==> src/rtl/loop_stack_pkg.sv <==
// Shared constants for the loop-address stack; the CPU core reuses the
// address width, nesting depth and derived occupancy-count width.
package loop_stack_pkg;

  localparam int LS_ADDR_WIDTH  = 8;
  localparam int LS_DEPTH       = 16;
  localparam int LS_COUNT_WIDTH = $clog2(LS_DEPTH) + 1;

  // COUNT must hold the value DEPTH itself, hence the extra bit.
  function automatic int count_width(input int depth);
    return $clog2(depth) + 1;
  endfunction

endpackage

==> src/rtl/loop_stack_if.sv <==
// Request/status bundle between the bracket decoder (master) and the
// loop stack (slave).
interface loop_stack_if
  import loop_stack_pkg::*;
#(
  parameter int ADDR_WIDTH = LS_ADDR_WIDTH,
  parameter int DEPTH      = LS_DEPTH
);

  localparam int CNT_W = count_width(DEPTH);

  logic                  PUSH;
  logic                  POP;
  logic [ADDR_WIDTH-1:0] D;
  logic [ADDR_WIDTH-1:0] Q;
  logic [CNT_W-1:0]      COUNT;
  logic                  EMPTY;
  logic                  FULL;
  logic                  OVERFLOW;
  logic                  UNDERFLOW;

  modport master (
    output PUSH, POP, D,
    input  Q, COUNT, EMPTY, FULL, OVERFLOW, UNDERFLOW
  );

  modport slave (
    input  PUSH, POP, D,
    output Q, COUNT, EMPTY, FULL, OVERFLOW, UNDERFLOW
  );

endinterface

==> src/rtl/loop_stack_generic_counter.sv <==
// Generic up/down counter with synchronous load; used as the stack pointer.
module loop_stack_generic_counter #(
  parameter int WIDTH = 5
) (
  input  logic             CLK,
  input  logic             RESET,
  input  logic             EN,
  input  logic             DOWN,
  input  logic             LOAD,
  input  logic [WIDTH-1:0] LOAD_VALUE,
  output logic [WIDTH-1:0] CNT
);

  logic [WIDTH-1:0] cnt_r;

  // Count register: reset, then load, then step up or down when enabled.
  always_ff @(posedge CLK) begin
    if (RESET) begin
      cnt_r <= {WIDTH{1'b0}};
    end else if (LOAD) begin
      cnt_r <= LOAD_VALUE;
    end else if (EN) begin
      if (DOWN) begin
        cnt_r <= cnt_r - WIDTH'(1);
      end else begin
        cnt_r <= cnt_r + WIDTH'(1);
      end
    end else begin
      cnt_r <= cnt_r;
    end
  end

  assign CNT = cnt_r;

endmodule

==> src/rtl/loop_stack.sv <==
// Loop-start address stack for the bracket-matching CPU: '[' pushes, ']'
// pops, both together replace the top. Q is a register, not an array read.
module loop_stack
  import loop_stack_pkg::*;
#(
  parameter int ADDR_WIDTH = LS_ADDR_WIDTH,
  parameter int DEPTH      = LS_DEPTH
) (
  input  logic         CLK,
  input  logic         RESET,
  loop_stack_if.slave  bus
);

  localparam int CNT_W = count_width(DEPTH);
  localparam int IDX_W = $clog2(DEPTH);

  logic [ADDR_WIDTH-1:0] mem_r [DEPTH];
  logic [ADDR_WIDTH-1:0] q_r;
  logic                  ovf_r;
  logic                  unf_r;

  logic [CNT_W-1:0]      count_s;
  logic                  empty_s;
  logic                  full_s;
  logic                  pop_acc_s;
  logic                  push_acc_s;
  logic                  cnt_en_s;
  logic [IDX_W-1:0]      wr_idx_s;
  logic [ADDR_WIDTH-1:0] below_top_s;

  // Accept/reject decode. A pop on a non-empty stack is always accepted, and
  // an accepted pop makes room, so PUSH+POP on a full stack is a replace.
  always_comb begin
    empty_s     = (count_s == CNT_W'(0));
    full_s      = (count_s == CNT_W'(DEPTH));
    pop_acc_s   = bus.POP & ~empty_s;
    push_acc_s  = bus.PUSH & (~full_s | pop_acc_s);
    cnt_en_s    = push_acc_s ^ pop_acc_s;
    below_top_s = mem_r[IDX_W'(count_s - CNT_W'(2))];
    if (push_acc_s && pop_acc_s) begin
      wr_idx_s = IDX_W'(count_s - CNT_W'(1));
    end else begin
      wr_idx_s = IDX_W'(count_s);
    end
  end

  loop_stack_generic_counter #(
    .WIDTH (CNT_W)
  ) u_generic_counter (
    .CLK        (CLK),
    .RESET      (RESET),
    .EN         (cnt_en_s),
    .DOWN       (pop_acc_s),
    .LOAD       (1'b0),
    .LOAD_VALUE ({CNT_W{1'b0}}),
    .CNT        (count_s)
  );

  // Entry storage; intentionally not cleared, only the pointer is reset.
  always_ff @(posedge CLK) begin
    if (!RESET && push_acc_s) begin
      mem_r[wr_idx_s] <= bus.D;
    end
  end

  // Top-of-stack register and sticky error flags.
  always_ff @(posedge CLK) begin
    if (RESET) begin
      q_r   <= {ADDR_WIDTH{1'b0}};
      ovf_r <= 1'b0;
      unf_r <= 1'b0;
    end else begin
      if (push_acc_s) begin
        q_r <= bus.D;
      end else if (pop_acc_s) begin
        q_r <= (count_s == CNT_W'(1)) ? {ADDR_WIDTH{1'b0}} : below_top_s;
      end else begin
        q_r <= q_r;
      end
      if (bus.PUSH && !bus.POP && full_s) begin
        ovf_r <= 1'b1;
      end else begin
        ovf_r <= ovf_r;
      end
      if (bus.POP && !bus.PUSH && empty_s) begin
        unf_r <= 1'b1;
      end else begin
        unf_r <= unf_r;
      end
    end
  end

  assign bus.Q         = q_r;
  assign bus.COUNT     = count_s;
  assign bus.EMPTY     = empty_s;
  assign bus.FULL      = full_s;
  assign bus.OVERFLOW  = ovf_r;
  assign bus.UNDERFLOW = unf_r;

endmodule

==> src/flat_wrapper.sv <==
// flat-port wrapper written by rule: the top's interface ports become plain ports
module loop_stack_flat import loop_stack_pkg::*;
#(
  parameter int ADDR_WIDTH = LS_ADDR_WIDTH,
  parameter int DEPTH      = LS_DEPTH
)
  (CLK, RESET, bus_PUSH, bus_POP, bus_D, bus_Q, bus_COUNT, bus_EMPTY, bus_FULL, bus_OVERFLOW, bus_UNDERFLOW);
  loop_stack_if #(.ADDR_WIDTH(ADDR_WIDTH), .DEPTH(DEPTH)) bus_i ();
  input  logic CLK;
  input  logic RESET;
  input wire logic [$bits(bus_i.PUSH)-1:0] bus_PUSH;
  input wire logic [$bits(bus_i.POP)-1:0] bus_POP;
  input wire logic [$bits(bus_i.D)-1:0] bus_D;
  output wire logic [$bits(bus_i.Q)-1:0] bus_Q;
  output wire logic [$bits(bus_i.COUNT)-1:0] bus_COUNT;
  output wire logic [$bits(bus_i.EMPTY)-1:0] bus_EMPTY;
  output wire logic [$bits(bus_i.FULL)-1:0] bus_FULL;
  output wire logic [$bits(bus_i.OVERFLOW)-1:0] bus_OVERFLOW;
  output wire logic [$bits(bus_i.UNDERFLOW)-1:0] bus_UNDERFLOW;
  assign bus_i.PUSH = bus_PUSH;
  assign bus_i.POP = bus_POP;
  assign bus_i.D = bus_D;
  assign bus_Q = bus_i.Q;
  assign bus_COUNT = bus_i.COUNT;
  assign bus_EMPTY = bus_i.EMPTY;
  assign bus_FULL = bus_i.FULL;
  assign bus_OVERFLOW = bus_i.OVERFLOW;
  assign bus_UNDERFLOW = bus_i.UNDERFLOW;
  loop_stack #(.ADDR_WIDTH(ADDR_WIDTH), .DEPTH(DEPTH)) u_core (.CLK(CLK), .RESET(RESET), .bus(bus_i));
endmodule
==> config.mk <==
export PLATFORM = sky130hd
export DESIGN_NAME = loop_stack_flat
export DESIGN_NICKNAME = d
export VERILOG_FILES = /design/src/rtl/loop_stack_pkg.sv /design/src/rtl/loop_stack_if.sv /design/src/rtl/loop_stack_generic_counter.sv /design/src/rtl/loop_stack.sv /design/src/flat_wrapper.sv
export SDC_FILE = /design/constraint.sdc
export NUM_CORES = 1
export LEC_CHECK = 0
export CAP_MARGIN = 10
export CORE_MARGIN = 2
export CORE_UTILIZATION = 55
export DETAILED_ROUTE_END_ITERATION = 10
export GPL_TIMING_DRIVEN = 0
export PLACE_DENSITY = 0.83
export SYNTH_ARGS = -nofsm -noshare
export SYNTH_HDL_FRONTEND = slang
export SYNTH_SLANG_ARGS = --single-unit
==> constraint.sdc <==
create_clock -name CLK -period 5.5 [get_ports CLK]
set_input_delay 1.375 -clock CLK [delete_from_list [all_inputs] [get_ports CLK]]
set_output_delay 1.375 -clock CLK [all_outputs]
set_load 0.05 [all_outputs]
# --- Word level (Yosys, flattened, before mapping) ---
# Memories as Yosys holds them, arrays and structs flattened.
# Cells that the tools add are included.
# W data, S select, Z words.
totals:
  register_bits: 15
  latch_bits: 0
  ram_bits: 128
  rom_bits: 0
  in_bits: 12
  output_inout_bits: 17
  wordCells: 34
  memories: 1
memory_table:
  columns: ["memory", "words", "width", "rd", "rd_ports_with_merged_regs", "wr", "line_no", "source"]
  rows:
  - ["u_core.mem_r", 16, 8, 1, 0, 1, "loop_stack.sv:17", "logic [ADDR_WIDTH-1:0] mem_r [DEPTH];"]
classes:
  add_sub_neg: 3
  n_mul: 0
  n_div: 0
  n_lt_le_gt_ge: 0
  n_eq_ne: 2
  shift: 0
  n_mux: 7
  bitwise: 6
  reduce_logical: 11
op_table:
  columns: ["cell", "n"]
  rows:
  - ["$mux W8", 3]
  - ["$logic_and A1 B1 Y1", 6]
  - ["$add A5 B1 Y5 const B", 1]
  - ["$eq A5 B1 Y1 const B", 1]
  - ["$eq A5 B5 Y1 const B", 1]
  - ["$logic_not A5 Y1", 1]
  - ["$mux W5", 1]
  - ["$sub A5 B1 Y5 const B", 1]
  - ["$mux W4", 1]
  - ["$sub A4 B2 Y4 const B", 1]
  - ["$logic_not A1 Y1", 3]
  - ["$and A1 B1 Y1", 2]
  - ["$mux W1", 2]
  - ["$not A1 Y1", 2]
  - ["$reduce_bool A2 Y1", 1]
  - ["$or A1 B1 Y1", 1]
  - ["$xor A1 B1 Y1", 1]

# --- Longest topological paths before layout ---
depth:
  ltp_word: 8
  mapped_depth: 14
  mapped_depth_nobuf: 10

# --- By module ---
# A second synthesis with hierarchy kept.
hier_totals:
  hier_cells: 440
  hier_area_um2: 6349.8
by_module_without_submodules:
  columns: ["module", "n_inst", "cells_each", "area_each_um2"]
  rows:
  - ["loop_stack", 1, 399, 5947.0]
  - ["loop_stack_generic_counter", 1, 41, 402.9]

# --- Worst setup path after synthesis ---
# No wires, ideal clock.
synth_path:
  kind: "input to register"
  startpoint: "input port bus_POP"
  endpoint: "memory u_core.mem_r[3][0] (netlist name), enable pin"
  setup_ns: 0.370
  t_arrival_ns: 3.406
  slack_ns: 1.724
  cell_stages: 9
  n_path_buf: 2
  path_cell_list: "buf_2 clkbuf_1 nand2_1 inv_1 ha_1 nor2_1 a21o_1 or4_4 nor2_1"
synth_between:
  elab_chain_cells: 6
  elab_cells_between_ends: 8
  cone_classes: "mux: 3; bitwise: 3; reduce/logical: 2"
synth_lines:
  columns: ["element", "line_no", "source"]
  rows:
  - ["start: declaration", "flat_wrapper.sv:12", "input wire logic [$bits(bus_i.POP)-1:0] bus_POP;"]
  - ["$and A1 B1 Y1 (*)", "loop_stack.sv:36", "pop_acc_s = bus.POP & ~empty_s;"]
  - ["$or A1 B1 Y1", "loop_stack.sv:37", "push_acc_s = bus.PUSH & (~full_s | pop_acc_s);"]
  - ["$and A1 B1 Y1", "loop_stack.sv:37", null]
  - ["$logic_and A1 B1 Y1", "loop_stack.sv:61", "if (!RESET && push_acc_s) begin"]
  - ["$mux W1", "loop_stack.sv:61", null]
  - ["$mux W1 (not written as such)", "loop_stack.sv:62", "mem_r[wr_idx_s] <= bus.D;"]
  - ["end: declaration", "loop_stack.sv:17", null]
# Mark *: on every way between the ends. The rest lies on a longest branch, timed or not.

# --- Final worst setup path ---
layout_path:
  startpoint: "register u_core.u_generic_counter.cnt_r[0], in the netlist u_core.u_generic_counter.CNT[0]"
  endpoint: "output port bus_EMPTY"
layout_between:
  elab_chain_cells: 1
layout_lines:
  columns: ["element", "line_no", "source"]
  rows:
  - ["start: declaration", "loop_stack_generic_counter.sv:14", "logic [WIDTH-1:0] cnt_r;"]
  - ["start signal: assignment", "loop_stack_generic_counter.sv:19", "cnt_r <= {WIDTH{1'b0}};"]
  - ["start signal: assignment", "loop_stack_generic_counter.sv:24", "cnt_r <= cnt_r - WIDTH'(1);"]
  - ["start signal: assignment", "loop_stack_generic_counter.sv:26", "cnt_r <= cnt_r + WIDTH'(1);"]
  - ["$logic_not A5 Y1", "loop_stack.sv:34", "empty_s = (count_s == CNT_W'(0));"]
  - ["end: declaration", "flat_wrapper.sv:16", "output wire logic [$bits(bus_i.EMPTY)-1:0] bus_EMPTY;"]
# Every way passes these cells.

==> metrics.cfg <==
[placed_design]
place_area_um2 = 6660
dp_hpwl_mm = 9.45
place.gp.congestion = 0.943
port_buffers = 27

[global_routing]
grt_util_all_layers_pct = 25.0
grt_pass1_wl_mm = 21.2
gr-total-overflow = 0
grt_max_degree = 18
grt_busiest_layer = met2
met3_usage_pct = 5.82
met1_usage_pct = 33.1
met2_usage_pct = 39.2
antenna_found_initial = 0
grt_pass1_vias = 3804

[synth]
synth-simple-area-share_pct = 9.26
synth_area_um2 = 6210
synthCells = 432
yosysTopAreaCell = edfxtp_1
synth_xor_area_share_pct = 0.987
yosysWarnings = 0
synth_compound_area_share_pct = 11.5
synth_top_family_by_area = compound AO/OA/AOI/OAI gates
yosys-top-cells-area = edfxtp_1, mux2_2, dfxtp_1
synth_cell_types = 41
syn_nets = 454
synthArstFlopShare_pct = 0
synthMuxAreaShare_pct = 6.16
yosys_most_used_dff = edfxtp_1
synth_edf_count = 128
ys_seq_area_share_pct = 66.7
synth-adder-area-share_pct = 2.01
synth_top_area_share_pct = 61.8
synth-seq-cells = 143
syn_avg_cell_area_um2 = 14.4

[route]
drt_iter0_markers = 439
wl_mm = 14.2
vias_per_cell = 6.28
dr.pass1.iters = 5
remaining_drc_errors = 0
wire_per_inst_um = 22.6
vias = 3962
ant_nets = 0

[die]
initial_utilization_pct = 56.8
die_w_um = 110
rows = 38
coreArea_um2 = 10900
ios = 29
die_y_um = 110
die-area_um2 = 12200

[cts]
clkSinkCount = 143
insertion_delay_ns = 0.42
postCtsResizedCells = 0
ctsHoldBuffers = 0
htreeDepth = 4
clock_path_buffers = 2
path_clk_slew_ns = 0.06
cts_root_buffer = clkbuf_16
cts-buffers-inserted = 17
cts_tree = done
cts_setup_buffers = 0

[critical_path]
arrival_ns = 3.17
cp_cell_sequence = buf_4 -> buf_2 -> buf_4 -> inv_1 -> ha_1 -> or4b_4 -> clkinv_2 -> clkdlybuf4s50_1
end_kind = primary output
start_kind = flip-flop
crit_type = reg2out
crit_top_cell = buf_4
critPathMaxStageDelay_ns = 0.80
crit_path_max_fanout = 10
crit_required_ns = 4.12
critPathSlowestCell = clkdlybuf4s50_1

[finish]
diodes = 0
drive_above_1_share_pct = 19.1
stdcell_area_um2 = 7260
synthToLayoutAreaGrowth_pct = 16.8
fillers = 782
final_net_count = 500
final_core_util_pct = 66.4

[sta]
hold_viol_final = 0
setup_tns_ns = 0
setup_viol = 0
slew_headroom_pct = 45.4
slew_viol_final = 0
fmax_mhz = 220
finalClockSkew_ns = 0.0122
worst_pin_slew_ns = 0.816
period_share_pct = 82.6
rsz0062_at_grt = false
period_minus_slack_ns = 4.54

[power]
ir_worst_vdd_v = 0.000366
power_density_nw_per_um2 = 538
leakagePower_nw = 2.41

[min_path]
hp-class = reg2reg

[run_status]
outcome = complete, no violations

[job]
drv.max_cap_violation_count = 0

-- flip-flops by register name, summed over array words and instances (netlist names) --
name	cells
u_core.bus.UNDERFLOW	1
u_core.bus.OVERFLOW	1
u_core.u_generic_counter.CNT	5
u_core.mem_r	128
u_core.bus.Q	8
-- stage by stage --
| stage | setup slack [ns] | hold WS (ns) | power, mW | instances |
|---|---|---|---|---|
| global route | 0.850 | 0.505 | 4.05 | 631 |
| detailed placement | 0.818 | 0.479 | 2.74 | 599 |
| finish | 0.958 | 0.491 | 3.90 | 631 |
| floorplan | 1.72 | 0.701 | 2.32 | 432 |
| CTS | 0.948 | 0.493 | 3.89 | 631 |
| global placement | 0.901 | 0.457 | 2.71 | 599 |
-- cell usage in the layout, fill, tap and decap left out, types with 3 or more instances in the layout --
master,synthesis,layout
xor2_1,3,3
clkbuf_16,0,17
or4_4,4,4
edfxtp_1,128,128
inv_1,11,11
buf_2,13,13
clkbuf_1,7,8
inv_6,0,4
ha_1,10,10
mux2_2,32,32
o22ai_1,16,16
o211ai_1,9,9
a211oi_1,33,33
nand2_1,4,4
buf_4,3,3
clkinv_4,0,6
dfxtp_1,15,15
nor2_1,26,26
xnor2_1,4,4
a221o_1,8,8
o21ai_0,5,5
buf_6,4,4
a21oi_1,12,12
nand3_1,4,4
o21bai_1,8,8
clkdlybuf4s50_1,0,27
nor4_1,16,16
nor2b_1,34,34
-- synth_stat cells (2+ instances only) --
| library cell | count |
|---|---|
| inv_1 | 11 |
| xnor2_1 | 4 |
| mux2_1 | 2 |
| nor2b_1 | 34 |
| xor2_1 | 3 |
| nand2_1 | 4 |
| a211oi_1 | 33 |
| or3_1 | 2 |
| dfxtp_1 | 15 |
| nor4_1 | 16 |
| o22ai_1 | 16 |
| o211ai_1 | 9 |
| edfxtp_1 | 128 |
| nor2_1 | 26 |
| a31oi_1 | 2 |
| or4b_4 | 2 |
| or4_4 | 4 |
| ha_1 | 10 |
| nand3_1 | 4 |
| clkbuf_1 | 7 |
| a21oi_1 | 12 |
| o21bai_1 | 8 |
| a221o_1 | 8 |
| buf_4 | 3 |
| buf_6 | 4 |
| buf_2 | 13 |
| o21ai_0 | 5 |
| nand2b_1 | 2 |
| a21boi_0 | 2 |
| mux2_2 | 32 |
-- per-layer routing --
layer	wire [um]	vias up
met5	0	-
li1	-	1785
met2	6870	194
met1	5890	1952
met3	999	31
met4	481	0
-- logic make-up (layout without fill, tap and decap cells) --
family / after synthesis / in the layout
AOI/OAI and AO/OA: 100 / 100
xor gates and xnor gates: 7 / 7
adders and majority gates: 10 / 10
buffers and inverters: 40 / 99
DFF: 143 / 143
muxes: 34 / 34
and+or+nand+nor: 98 / 98
-- where the power goes --
part	switching, mW	total (mW)	internal, mW	leakage [nW]
Clock	0.468	1.15	0.683	0.294
Combinational	0.890	1.40	0.507	0.843
Sequential	0.0651	1.35	1.29	1.28
-- worst paths after layout --
kind | start | to | cells after the start | slack (ns)
setup / recovery | u_core.u_generic_counter.CNT[0] | bus_EMPTY | 8 | 0.96
hold / removal | u_core.bus.UNDERFLOW | u_core.bus.UNDERFLOW | 2 | 0.49
setup reg to reg | u_core.u_generic_counter.CNT[0] | u_core.mem_r[1][0] | 13 | 1.28
hold reg to reg | u_core.bus.UNDERFLOW | u_core.bus.UNDERFLOW | 2 | 0.49
-- critical path, delay by kind of cell, from the launching register on --
| kind | cells | cell delay [ns] |
|---|---|---|
| buf+inv | 6 | 1.65 |
| flops | 1 | 0.41 |
| simple gates | 1 | 0.51 |
| fa+ha+maj | 1 | 0.18 |
-- final cells by class --
| class | instances | area, um^2 | share of cell area (%) |
|---|---|---|---|
| plain buffers | 28 | 164 | 2.26 |
| clock buffers | 18 | 429 | 5.91 |
| clock inverters | 14 | 170 | 2.34 |
| inverters | 12 | 46.3 | 0.638 |
| multi-input cells | 249 | 1860 | 25.6 |
| flip-flops and latches | 143 | 4140 | 57.1 |
| well taps | 140 | 175 | 2.41 |
| repair buffers | 27 | 270 | 3.72 |
Note: power is estimated with default switching activity, not from simulation.
